==> config.mk <==
export PLATFORM = sky130hd
export DESIGN_NAME = addsub_pipe
export DESIGN_NICKNAME = d
export VERILOG_FILES = /design/src/rtl/addsub_pkg.sv /design/src/rtl/addsub_slice.sv /design/src/rtl/addsub_pipe.sv
export SDC_FILE = /design/constraint.sdc
export NUM_CORES = 1
export LEC_CHECK = 0
export CORE_ASPECT_RATIO = 0.75
export CORE_UTILIZATION = 45
export DETAILED_ROUTE_END_ITERATION = 8
export PLACE_DENSITY = 0.78
export SLEW_MARGIN = 20
export SYNTH_ARGS = -nofsm -noshare
export SYNTH_HDL_FRONTEND = slang
export SYNTH_SLANG_ARGS = --single-unit
==> constraint.sdc <==
create_clock -name clk -period 12.1 [get_ports clk]
set_input_delay 3.63 -clock clk [delete_from_list [all_inputs] [get_ports clk]]
set_output_delay 3.63 -clock clk [all_outputs]
set_load 0.02 [all_outputs]
==> src/rtl/addsub_pkg.sv <==
// Shared helpers for the add/sub pipeline: half-width split and saturation limits.
package addsub_pkg;

   localparam int MAX_W = 64;

   function automatic int lo_w(input int w);
      return w / 2;
   endfunction

   function automatic int hi_w(input int w);
      return w - (w / 2);
   endfunction

   // Limits come back MAX_W wide; callers keep the low w bits.
   function automatic logic [MAX_W-1:0] sat_max(input int w, input logic is_signed);
      logic [MAX_W-1:0] m;
      m = '0;
      for (int i = 0; i < MAX_W; i++) begin
         if ((i < w - 1) || ((i == w - 1) && !is_signed)) m[i] = 1'b1;
      end
      return m;
   endfunction

   function automatic logic [MAX_W-1:0] sat_min(input int w, input logic is_signed);
      logic [MAX_W-1:0] m;
      m = '0;
      if (is_signed) m[w-1] = 1'b1;
      return m;
   endfunction

endpackage

==> src/rtl/addsub_slice.sv <==
// N-bit ripple-carry adder slice; the pipeline splits the word into two of these.
module addsub_slice #(
   parameter int N = 8
) (
   input  logic [N-1:0] a,
   input  logic [N-1:0] b,
   input  logic         cin,
   output logic [N-1:0] sum,
   output logic         cout
);

   always_comb begin
      logic [N:0] c;
      c    = '0;
      sum  = '0;
      c[0] = cin;
      for (int i = 0; i < N; i++) begin
         sum[i]  = a[i] ^ b[i] ^ c[i];
         c[i+1]  = (a[i] & b[i]) | (c[i] & (a[i] ^ b[i]));
      end
      cout = c[N];
   end

endmodule

==> src/rtl/addsub_pipe.sv <==
// Two-stage carry-split adder/subtractor with optional saturation, flags and
// valid/ready handshake on both sides.
module addsub_pipe
   import addsub_pkg::*;
#(
   parameter int WIDTH = 16
) (
   input  logic             clk,
   input  logic             rst_n,
   input  logic             in_valid,
   output logic             in_ready,
   input  logic [WIDTH-1:0] a,
   input  logic [WIDTH-1:0] b,
   input  logic             sub,
   input  logic             signed_mode,
   input  logic             sat,
   output logic             out_valid,
   input  logic             out_ready,
   output logic [WIDTH-1:0] result,
   output logic             cout,
   output logic             ovf,
   output logic             zero,
   output logic             neg
);

   localparam int LO = lo_w(WIDTH);
   localparam int HI = hi_w(WIDTH);
   localparam logic [MAX_W-1:0] SMAX_F = sat_max(WIDTH, 1'b1);
   localparam logic [MAX_W-1:0] SMIN_F = sat_min(WIDTH, 1'b1);
   localparam logic [WIDTH-1:0] SMAX   = SMAX_F[WIDTH-1:0];
   localparam logic [WIDTH-1:0] SMIN   = SMIN_F[WIDTH-1:0];

   if ((WIDTH % 2 != 0) || (WIDTH < 4) || (WIDTH > MAX_W)) begin : g_bad_width
      $error("addsub_pipe: WIDTH must be even and within 4..64");
   end

   logic             s1_valid;
   logic [LO-1:0]    s1_lo;
   logic             s1_clo;
   logic [HI-1:0]    s1_ahi;
   logic [HI-1:0]    s1_ehi;
   logic             s1_sub;
   logic             s1_sm;
   logic             s1_sat;

   logic [WIDTH-1:0] e;
   logic [LO-1:0]    lo_sum;
   logic             lo_cout;
   logic [HI-1:0]    hi_sum;
   logic             hi_cout;
   logic [WIDTH-1:0] raw;
   logic             raw_ovf;
   logic [WIDTH-1:0] fin;
   logic             s2_adv;

   assign s2_adv   = !out_valid || out_ready;
   assign in_ready = !s1_valid || s2_adv;
   assign e        = b ^ {WIDTH{sub}};

   addsub_slice #(.N(LO)) u_lo (
      .a    (a[LO-1:0]),
      .b    (e[LO-1:0]),
      .cin  (sub),
      .sum  (lo_sum),
      .cout (lo_cout)
   );

   always_ff @(posedge clk or negedge rst_n) begin
      if (!rst_n) begin
         s1_valid <= 1'b0;
         s1_lo    <= '0;
         s1_clo   <= 1'b0;
         s1_ahi   <= '0;
         s1_ehi   <= '0;
         s1_sub   <= 1'b0;
         s1_sm    <= 1'b0;
         s1_sat   <= 1'b0;
      end else if (in_ready) begin
         s1_valid <= in_valid;
         if (in_valid) begin
            s1_lo  <= lo_sum;
            s1_clo <= lo_cout;
            s1_ahi <= a[WIDTH-1:LO];
            s1_ehi <= e[WIDTH-1:LO];
            s1_sub <= sub;
            s1_sm  <= signed_mode;
            s1_sat <= sat;
         end
      end
   end

   addsub_slice #(.N(HI)) u_hi (
      .a    (s1_ahi),
      .b    (s1_ehi),
      .cin  (s1_clo),
      .sum  (hi_sum),
      .cout (hi_cout)
   );

   assign raw     = {hi_sum, s1_lo};
   assign raw_ovf = (s1_ahi[HI-1] == s1_ehi[HI-1]) && (raw[WIDTH-1] != s1_ahi[HI-1]);

   // Signed clamp follows the sign of A; unsigned clamp follows the carry/borrow.
   always_comb begin
      fin = raw;
      if (s1_sat) begin
         if (s1_sm) begin
            if (raw_ovf) fin = s1_ahi[HI-1] ? SMIN : SMAX;
         end else if (!s1_sub && hi_cout) begin
            fin = '1;
         end else if (s1_sub && !hi_cout) begin
            fin = '0;
         end
      end
   end

   always_ff @(posedge clk or negedge rst_n) begin
      if (!rst_n) begin
         out_valid <= 1'b0;
         result    <= '0;
         cout      <= 1'b0;
         ovf       <= 1'b0;
         zero      <= 1'b0;
         neg       <= 1'b0;
      end else if (s2_adv) begin
         out_valid <= s1_valid;
         if (s1_valid) begin
            result <= fin;
            cout   <= hi_cout;
            ovf    <= raw_ovf;
            zero   <= (fin == '0);
            neg    <= fin[WIDTH-1];
         end
      end
   end

endmodule

# [Word level (Yosys, flattened, before mapping)]
# Index checks and enable logic that the tools add are counted.
[totals] inputBits=39 regBits=50 out_inout_bits=22
[classes] muxes=6 n_eq_ne=2 bitwise=81 reduce_logical=12
[op_table] cell="$mux 16" n=6
[op_table] cell="$and 1x1->1" n=32
[op_table] cell="$xor 1x1->1" n=32
[op_table] cell="$logic_not 16->1" n=1
[op_table] cell="$or 1x1->1" n=16
[op_table] cell="$xor 16x16->16" n=1
[op_table] cell="$logic_not 1->1" n=4
[op_table] cell="$reduce_and 2->1" n=2
[op_table] cell="$logic_and 1x1->1" n=3
[op_table] cell="$logic_or 1x1->1" n=2
[op_table] cell="$eq 1x1->1" n=1
[op_table] cell="$ne 1x1->1" n=1

# [Longest topological paths before layout]
# Gate-level depths: netlist of the first run.
[depth] ltp_word=24 mapped_depth=18 ltp_nobuf=17

# [Cells and area by module]
# Synthesis of the first run repeated with hierarchy kept, for this count alone.
[unflattened] hier_cells=234 area_unflattened_um2=2573.7
[by_module_without_submodules] mod="addsub_pipe" area_each_um2=2178.3 cells_each=198 seq_area_each_um2=1226.2 instances=1
[by_module_without_submodules] mod="addsub_slice" area_each_um2=197.7 cells_each=18 seq_area_each_um2=0.0 instances=2

# [Least setup slack after synthesis of the first run]
# No wires, ideal clock.
[synth_path] path_kind="input -> output" from="input port out_ready" to="output port in_ready" setup_slack_ps=4557 stages=1 required_ps=8470 arrival_time_ps=3913 path_cell_list="nand3b_1"
[synth_via] elab_chain_cells=2
[synth_rtl] element="from (decl)" line_no="addsub_pipe.sv:18" source="input logic out_ready,"
[synth_rtl] element="$logic_or 1x1->1" line_no="addsub_pipe.sv:56" source="assign s2_adv = !out_valid || out_ready;"
[synth_rtl] element="$logic_or 1x1->1" line_no="addsub_pipe.sv:57" source="assign in_ready = !s1_valid || s2_adv;"
[synth_rtl] element="to (decl)" line_no="addsub_pipe.sv:11" source="output logic in_ready,"
# No other way between the ends.

# [Worst setup path in the final report of the first run]
# Same ends and word-level chain as after synthesis.

==> results of run 1 <==
-- tightest hold or removal path, stage by stage (launching register included) --
cell and delay [ns]:
dfrtp_1 0.35, nand2_1 0.04, o21ai_0 0.06
-- cell usage in the layout (no fill, tap or decap), types with 2 or more instances in the layout --
master,synthesis,layout
a21boi_0,2,2
a21oi_1,17,17
buf_4,3,2
clkbuf_8,0,5
clkdlybuf4s50_1,0,59
dfrtp_1,49,49
fa_1,16,16
inv_1,28,28
mux2_2,22,22
nand2_1,23,23
nand2b_1,3,3
nand3_1,2,2
nor2_1,9,9
nor3_1,3,3
o21ai_0,19,19
o21ai_1,5,5
xnor2_1,8,8
xor2_1,9,9
-- power groups by stage --
stage               Sequential, W  Clock, W  Combinational [W]
floorplan                0.000269         0           0.000134
global placement         0.000242         0           0.000258
detailed placement       0.000244         0           0.000267
CTS                      0.000241  0.000121           0.000267
global route             0.000248  0.000128           0.000291
finish                   0.000241  0.000118           0.000265
-- final cells by class --
| cell class | instances | area (µm²) |
|---|---|---|
| clock inverters | 3 | 46.3 |
| clock buffers | 5 | 68.8 |
| well taps | 75 | 93.8 |
| flip-flops and latches | 49 | 1230 |
| inverters | 28 | 105 |
| repair buffers | 61 | 606 |
| fillers | 469 | 2110 |
| multi-input cells | 155 | 1240 |
-- metrics by stage --
step                instances  hold slack, ns  total power, W
floorplan                 246           0.457        0.000402
CTS                       376           0.492        0.000629
global route              376           0.520        0.000667
finish                    376           0.485        0.000624
global placement          368           0.461        0.000500
detailed placement        368           0.470        0.000510
-- sequential cells by signal, indices dropped and copies added, names as in the netlist, 8 cells and up --
name,count
result,16
s1_ahi,8
s1_ehi,8
s1_lo,8
-- cells by family after synthesis --
logic type / synth area share [%]
AOI/OAI and AO/OA: 11.6
DFF: 46.3
and+or+nand+nor: 7.70
buffers and inverters: 6.90
muxes: 9.35
xor gates and xnor gates: 5.62
adders and majority gates: 12.6
-- metal layers --
metal	wire length (µm)	track usage [%]
met5	0	0
met1	2370	25.1
met3	346	4.22
met2	2250	26.9
met4	34	5.65
-- path summary, 6_finish.rpt --
path / from / end
setup / recovery: out_ready / in_ready
max in group asynchronous: rst_n / s1_ahi[0]$_DFFE_PN0P_
min in group asynchronous: rst_n / result[10]$_DFFE_PN0P_
hold reg to reg: result[5]$_DFFE_PN0P_ / result[5]$_DFFE_PN0P_
setup reg to reg: s1_clo$_DFFE_PN0P_ / result[13]$_DFFE_PN0P_
hold / removal: result[5]$_DFFE_PN0P_ / result[5]$_DFFE_PN0P_
==> flow_metrics.env, run 1 <==
export IMPL_status="finished clean"
export IMPL_power_leakage_nw=1.48
export IMPL_place_ws_ns=3.63
export IMPL_cp_end_kind="primary output"
export IMPL_wire_per_inst_um=13.3
export IMPL_dr_pass1_iters=4
export IMPL_antenna_cells=0
export IMPL_critPathLaunchType="input pin"
export IMPL_cp_arrival_ns=4.85
export IMPL_placed_area_mm2=0.00327
export IMPL_drc=0
export IMPL_synth_main_ff_cell="dfrtp_1"
export IMPL_critPathMaxStageDelay_ns=0.61
export IMPL_setup_ws_ns=3.62
export IMPL_ys_top_cells_by_area="dfrtp_1, fa_1, mux2_2"
export IMPL_cts_max_path_buffers=2
export IMPL_drive_gt1_share_pct=11.0
export IMPL_die_h_um=68.4
export IMPL_syn_area_mm2=0.00265
export IMPL_syn_instance_count=246
export IMPL_synth_largest_area_cell="dfrtp_1"
export IMPL_cpMaxStageDelayCell="clkdlybuf4s50_1"
export IMPL_synth_warnings=0
export IMPL_ys_seq_elements=49
export IMPL_ys_seq_area_share_pct=46.3
export IMPL_async_reset_ff_share_pct=100
export IMPL_final_util_pct=61.6
export IMPL_io_buffer_count=60
export IMPL_rsz0062_at_grt="no"
export IMPL_antenna_found_initial=0
export IMPL_cp_top_family="buffers and inverters"
export IMPL_p_int_w=0.000403
export IMPL_synth_most_common_cell="dfrtp_1"
export IMPL_area_delta_synth_final_pct=27.8
export IMPL_io_pins=61
export IMPL_p_sw_w=0.000221
export IMPL_hold_viol=0
export IMPL_period_share_pct=70.0
export IMPL_grt_pass1_wl_um=8270
export IMPL_setup_viol=0
export IMPL_synthDistinctLibCells=37
export IMPL_cts_buffers=5
export IMPL_ant_nets=0
export IMPL_drv_cap=0
export IMPL_avgViaCountPerCell=4.88
export IMPL_fin_area_mm2=0.00339
export IMPL_grt_usage_pct=17.6
export IMPL_comb_power_share_pct=42.4
export IMPL_drt_wl_total_um=4990
export IMPL_synth_top_area_share_pct=46.3
export IMPL_gp_congestion=0.806
export IMPL_hpwlAfterDp_um=3730
export IMPL_clkSinkCount=49
export IMPL_clkTransAtPathRegs_ns=0.10
export IMPL_powerDensity_mw_per_mm2=184
export IMPL_grt_start_max_net_pins=50
export IMPL_hold_buffers=0
export IMPL_r2r_slack_ns=6.93
export IMPL_finalMaxSlewViolations=0
export IMPL_post_cts_buffers=0
export IMPL_finalSetupTns_ns=0
export IMPL_drt_initial_drc_count=112
export IMPL_path_class="input pin to primary output"
export IMPL_dieArea_mm2=0.00620
export IMPL_synth_commonest_cells="dfrtp_1, inv_1, nand2_1"
export IMPL_fin_crit_ns=8.48
export IMPL_core_area_mm2=0.00550
export IMPL_crit_path_max_fanout=3
export IMPL_critPathBufInv=2
export IMPL_relSlewSlack_pct=37.2
export IMPL_whs_path_depth=2
export IMPL_timing_fmax_mhz=118
export IMPL_cts_max_level=2
export IMPL_die_width_um=90.6
export IMPL_ir_worst_vdd_mv=0.0802
export IMPL_worst_slew_pin_slew_ns=0.940
export IMPL_fin_skew_ns=0.0106
export IMPL_worstPathCellList="clkdlybuf4s50_1 > nand3b_1 > clkdlybuf4s50_1"
export IMPL_insertion_delay_ns=0.31
export IMPL_hold_path_class="flip-flop to flip-flop"
export IMPL_cts_resized=0
export IMPL_crit_top_cell="clkdlybuf4s50_1"
export IMPL_cts_tree="yes"
export IMPL_p_clk_share_pct=19.0
export IMPL_nNetsFinal=356
export IMPL_swShare_pct=35.5
export IMPL_seqPwrFrac_pct=38.6
export IMPL_clock_root_buffer="clkbuf_8"
export IMPL_required_ns=8.47
export IMPL_grt_pass1_vias=1748
export IMPL_overflow=0
export IMPL_cp_depth=3
export IMPL_synth_area_per_cell_um2=10.8
export IMPL_synth_edf_count=0
export IMPL_rows=23
export IMPL_vias=1834
export IMPL_worst_r2r_path_depth=17
export IMPL_synth_nets=302
export IMPL_initial_core_util_pct=48.2
No activity file was read; power rests on OpenSTA's default activity.
==> inputs of run 2 (changes only) <==
PLACE_DENSITY = 0.81   (was 0.78)
clock period = 7.47 ns   (was 12.1 ns; I/O delays follow)
==> run 2 against run 1 <==
Against the previous run: flip-flop and latch count is the same; via count grew 1.6%; combinational power grew 62%; routed wire length is essentially flat; largest cell class unchanged; final cell count grew 0.27%; die area is the same; sequential share of layout area grew 0.15 points; critical path type is now input pin to flip-flop; power grew 58%; worst hold slack gained 0.0019 ns; critical path depth grew 8; worst setup slack lost 1.9 ns; first-iteration DRC count shrank 40%.
==> flow_metrics.env, run 2 (synthesized netlist as in run 1, its figures left out) <==
export IMPL_vias=1864
export IMPL_critPathBufInv=3
export IMPL_fin_skew_ns=0.0100
export IMPL_drv_cap=0
export IMPL_drt_wl_total_um=5000
export IMPL_cts_max_level=2
export IMPL_placed_area_mm2=0.00328
export IMPL_dr_pass1_iters=4
export IMPL_hpwlAfterDp_um=3790
export IMPL_final_util_pct=61.3
export IMPL_whs_path_depth=2
export IMPL_gp_congestion=0.788
export IMPL_worst_slew_pin_slew_ns=0.880
export IMPL_ant_nets=0
export IMPL_final_common_cell="clkdlybuf4s50_1"
export IMPL_cp_arrival_ns=5.94
export IMPL_path_class="input pin to flip-flop"
export IMPL_relSlewSlack_pct=41.2
export IMPL_fin_crit_ns=5.73
export IMPL_grt_pass1_wl_um=8380
export IMPL_num_fill_cells=430
export IMPL_cp_top_family="adder cells"
export IMPL_timing_fmax_mhz=174
export IMPL_rows=23
export IMPL_clock_root_buffer="clkbuf_8"
export IMPL_cp_end_kind="flip-flop"
export IMPL_crit_path_max_fanout=15
export IMPL_critPathMaxStageDelay_ns=0.59
export IMPL_required_ns=7.68
export IMPL_cts_resized=0
export IMPL_cpMaxStageDelayCell="clkdlybuf4s50_1"
export IMPL_top_register="result"
export IMPL_insertion_delay_ns=0.32
export IMPL_period_share_pct=76.7
export IMPL_crit_top_cell="fa_1"
export IMPL_hold_path_class="flip-flop to flip-flop"
export IMPL_antenna_cells=0
export IMPL_nNetsFinal=357
export IMPL_area_delta_synth_final_pct=27.3
export IMPL_ir_worst_vdd_mv=0.165
export IMPL_hold_path_startpoint="result[0]$_DFFE_PN0P_"
export IMPL_multi_input_area_mm2=0.00124
export IMPL_io_buffer_count=60
export IMPL_avgViaCountPerCell=4.94
export IMPL_wire_per_inst_um=13.2
export IMPL_hold_viol=0
export IMPL_status="finished clean"
export IMPL_drt_initial_drc_count=67
export IMPL_setup_viol=0
export IMPL_drc=0
export IMPL_hold_buffers=0
export IMPL_finalSetupTns_ns=0
export IMPL_grt_pass1_vias=1759
export IMPL_grt_start_max_net_pins=50
export IMPL_core_area_mm2=0.00550
export IMPL_io_pins=61
export IMPL_overflow=0
export IMPL_mostFrequentLayoutCells="clkdlybuf4s50_1, dfrtp_1, inv_1"
export IMPL_rsz0062_at_grt="no"
export IMPL_cts_max_path_buffers=2
export IMPL_worstPathCellList="clkdlybuf4s50_1 > buf_4 > xnor2_1 > fa_1 > fa_1 > fa_1 > fa_1 > fa_1 > inv_1 > fa_1 > mux2_2"
export IMPL_r2r_end="result[13]$_DFFE_PN0P_"
export IMPL_post_cts_buffers=0
export IMPL_clkSinkCount=49
export IMPL_cts_buffers=5
export IMPL_r2r_slack_ns=2.35
export IMPL_powerDensity_mw_per_mm2=292
export IMPL_initial_core_util_pct=48.2
export IMPL_power_leakage_nw=1.47
export IMPL_dieArea_mm2=0.00620
export IMPL_largest_reg_flops=16
export IMPL_finalMaxSlewViolations=0
export IMPL_fin_area_mm2=0.00337
export IMPL_hold_end="result[0]$_DFFE_PN0P_"
export IMPL_cts_tree="yes"
export IMPL_worst_r2r_path_depth=17
export IMPL_register_area_mm2=0.00123
export IMPL_rr_startpoint="s1_ahi[0]$_DFFE_PN0P_"
export IMPL_drive_gt1_share_pct=11.3
export IMPL_clkTransAtPathRegs_ns=0.10
export IMPL_die_h_um=68.4
export IMPL_antenna_found_initial=0
export IMPL_die_width_um=90.6
export IMPL_critPathLaunchType="input pin"
export IMPL_grt_usage_pct=17.9
==> run 2: worst max path at each step <==
stage | from | slack [ns] | depth (start not counted) | to
floorplan | sub | 1.65 | 13 | s1_lo[7]$_DFFE_PN0P_
global placement | sub | 1.43 | 11 | s1_lo[7]$_DFFE_PN0P_
detailed placement | sub | 1.38 | 11 | s1_lo[7]$_DFFE_PN0P_
CTS | sub | 1.71 | 11 | s1_lo[7]$_DFFE_PN0P_
global route | sub | 1.62 | 11 | s1_lo[7]$_DFFE_PN0P_
finish | sub | 1.74 | 11 | s1_lo[7]$_DFFE_PN0P_
==> run 2: routing by layer <==
metal  global-route usage [%]  vias to the layer above  share of wire [%]
met5                        0                        -                  0
met4                     5.44                        0                1.2
met3                     4.11                        7                5.1
met2                     27.5                       52                 44
met1                     25.4                      898                 49
li1                         -                      907                  -
==> run 2: stage by stage <==
| step | power (W) | worst slack, ns | std cells | hold slack (ns) |
|---|---|---|---|---|
| 4_1_cts | 0.000992 | 1.71 | 377 | 0.494 |
| 2_1_floorplan | 0.000652 | 1.65 | 246 | 0.457 |
| 3_3_place_gp | 0.000810 | 1.43 | 369 | 0.460 |
| 5_1_grt | 0.00105 | 1.62 | 377 | 0.519 |
| 3_5_place_dp | 0.000825 | 1.38 | 369 | 0.467 |
| 6_report | 0.000985 | 1.74 | 377 | 0.487 |
==> run 2: final cells by class <==
class                      count  share of cell area [%]
clock buffer                   5                    2.04
clock inverter                 3                   0.742
inverter                      28                    3.12
multi-input combinational    155                    36.8
sequential                    49                    36.4
tap                           75                    2.78
timing repair buffer          62                    18.2
==> run 2: power breakdown <==
group / switching, W / internal [W] / total, W
sequential: 0.0000531 / 0.000339 / 0.000392
clock: 0.0000965 / 0.0000677 / 0.000164
combinational: 0.000215 / 0.000214 / 0.000428
==> run 2: tightest hold or removal path, stage by stage, from the launching register on <==
cell and delay (ns):
dfrtp_1 0.35, nand2_1 0.04, o21ai_0 0.06
==> inputs of run 3 (changes only) <==
clock period = 5 ns   (was 7.47 ns; I/O delays follow)
==> run 3 against run 2 <==
Against the previous run: first-iteration DRC count down 9.0%; critical path depth increased by 1; worst setup slack worse by 1.6 ns; sequential share of layout area decreased by 0.97 points; combinational power rose by 55%; final area increased by 2.7%; global-route usage is 1.1 points higher; final cell count increased by 1.3%; non-clock buffer count increased by 5; power up 57%; register-to-register slack worse by 2.2 ns; sequential power up 50%; critical path type unchanged; highest routed layer unchanged.
==> flow_metrics.env, run 3 (synthesized netlist as in run 1, its figures left out) <==
export IMPL_gp_congestion=0.803
export IMPL_crit_path_max_fanout=1
export IMPL_drt_initial_drc_count=61
export IMPL_worst_slew_pin_slew_ns=0.603
export IMPL_cp_arrival_ns=5.08
export IMPL_power_leakage_nw=1.51
export IMPL_hpwlAfterDp_um=4140
export IMPL_critPathLaunchType="input pin"
export IMPL_die_h_um=68.4
export IMPL_clock_root_buffer="clkbuf_8"
export IMPL_top_register="result"
export IMPL_final_util_pct=63.0
export IMPL_dr_pass1_iters=4
export IMPL_cts_buffers=5
export IMPL_ant_nets=0
export IMPL_grt_pass1_vias=1878
export IMPL_die_width_um=90.6
export IMPL_core_area_mm2=0.00550
export IMPL_fin_crit_ns=4.88
export IMPL_ir_worst_vdd_mv=0.247
export IMPL_overflow=0
export IMPL_avgViaCountPerCell=4.96
export IMPL_vias=1893
export IMPL_nNetsFinal=362
export IMPL_hold_buffers=0
export IMPL_setup_viol=0
export IMPL_drv_cap=0
export IMPL_timing_fmax_mhz=205
export IMPL_largest_reg_flops=16
export IMPL_placed_area_mm2=0.00331
export IMPL_cp_end_kind="flip-flop"
export IMPL_dieArea_mm2=0.00620
export IMPL_finalMaxSlewViolations=0
export IMPL_drc=0
export IMPL_fin_area_mm2=0.00346
export IMPL_path_class="input pin to flip-flop"
export IMPL_hold_path_class="flip-flop to flip-flop"
export IMPL_antenna_cells=0
export IMPL_hold_path_startpoint="result[5]$_DFFE_PN0P_"
export IMPL_grt_start_max_net_pins=50
export IMPL_fin_skew_ns=0.00925
export IMPL_required_ns=5.19
export IMPL_antenna_found_initial=0
export IMPL_multi_input_area_mm2=0.00127
export IMPL_cts_max_level=2
export IMPL_status="finished clean"
export IMPL_final_common_cell="clkdlybuf4s50_1"
export IMPL_rows=23
export IMPL_drive_gt1_share_pct=15.3
export IMPL_num_fill_cells=461
export IMPL_place_ws_ns=-0.488
export IMPL_rr_startpoint="s1_clo$_DFFE_PN0P_"
export IMPL_cts_tree="yes"
export IMPL_io_pins=61
export IMPL_io_buffer_count=60
export IMPL_worstSetupStartpoint="b[1]"
export IMPL_clkTransAtPathRegs_ns=0.08
export IMPL_initial_core_util_pct=48.2
export IMPL_powerDensity_mw_per_mm2=446
export IMPL_drt_wl_total_um=5370
export IMPL_relSlewSlack_pct=59.7
export IMPL_register_area_mm2=0.00123
export IMPL_final_cells=382
export IMPL_cts_max_path_buffers=2
export IMPL_insertion_delay_ns=0.31
export IMPL_clkSinkCount=49
export IMPL_period_share_pct=97.7
export IMPL_mostFrequentLayoutCells="clkdlybuf4s50_1, dfrtp_1, inv_1"
export IMPL_setup_ws_ns=0.115
export IMPL_area_delta_synth_final_pct=30.8
export IMPL_place_inst=374
export IMPL_grt_pass1_wl_um=8820
export IMPL_wire_per_inst_um=14.1
export IMPL_grt_usage_pct=19.0
export IMPL_power_w=0.00154
export IMPL_hold_viol=0
==> run 3: metrics by stage <==
stage	hold WS (ns)	TNS, ns
after floorplan	0.457	0
after global placement	0.462	-0.344
after detailed placement	0.471	-0.556
after CTS	0.491	0
after global routing	0.517	-0.00340
final	0.485	0
==> run 3: worst paths after layout <==
path | depth (start not counted) | endpoint | slack, ns
worst max-delay path | 12 | s1_lo[7]$_DFFE_PN0P_ | 0.12
worst max register to register | 17 | zero$_DFFE_PN0P_ | 0.20
worst min register to register | 2 | result[5]$_DFFE_PN0P_ | 0.48
min in group asynchronous | 1 | s1_sat$_DFFE_PN0P_ | 1.20
max in group asynchronous | 1 | s1_ehi[1]$_DFFE_PN0P_ | 3.40
worst min-delay path | 2 | result[5]$_DFFE_PN0P_ | 0.48
==> run 3: area by class of cell <==
cell class	instances	area share [%]
clock buffer	6	2.38
timing repair buffer	67	18.7
tap	75	2.71
sequential	49	35.4
multi-input combinational	155	36.7
clock inverter	2	1.08
inverter	28	3.03
==> run 3: critical path: stages <==
cell,delay (ns)
clkdlybuf4s50_1,0.50
xor2_2,0.17
fa_1,0.19
inv_1,0.05
fa_1,0.38
fa_2,0.36
fa_1,0.40
fa_1,0.40
fa_1,0.37
inv_1,0.08
fa_1,0.41
mux2_2,0.26
==> run 3: repair_timing <==
item	4_1_cts	5_1_grt
setup buffers	0	0
resized for setup	1	10
endpoints found under the setup margin	1	16
pin swaps	0	3
==> run 3: metal layers <==
layer | wire [µm] | track usage (%) | up-vias
met5 | 0 | 0 | -
met4 | 76 | 7.66 | 0
met3 | 257 | 4.22 | 10
li1 | - | - | 923
met1 | 2510 | 25.3 | 896
met2 | 2530 | 30.8 | 64
==> run 3: power breakdown <==
group          leakage, nW  internal, W  total, W  switching [W]
Combinational        0.872     0.000332  0.000663       0.000331
Sequential           0.580     0.000506  0.000587      0.0000812
Clock               0.0574     0.000163  0.000294       0.000132
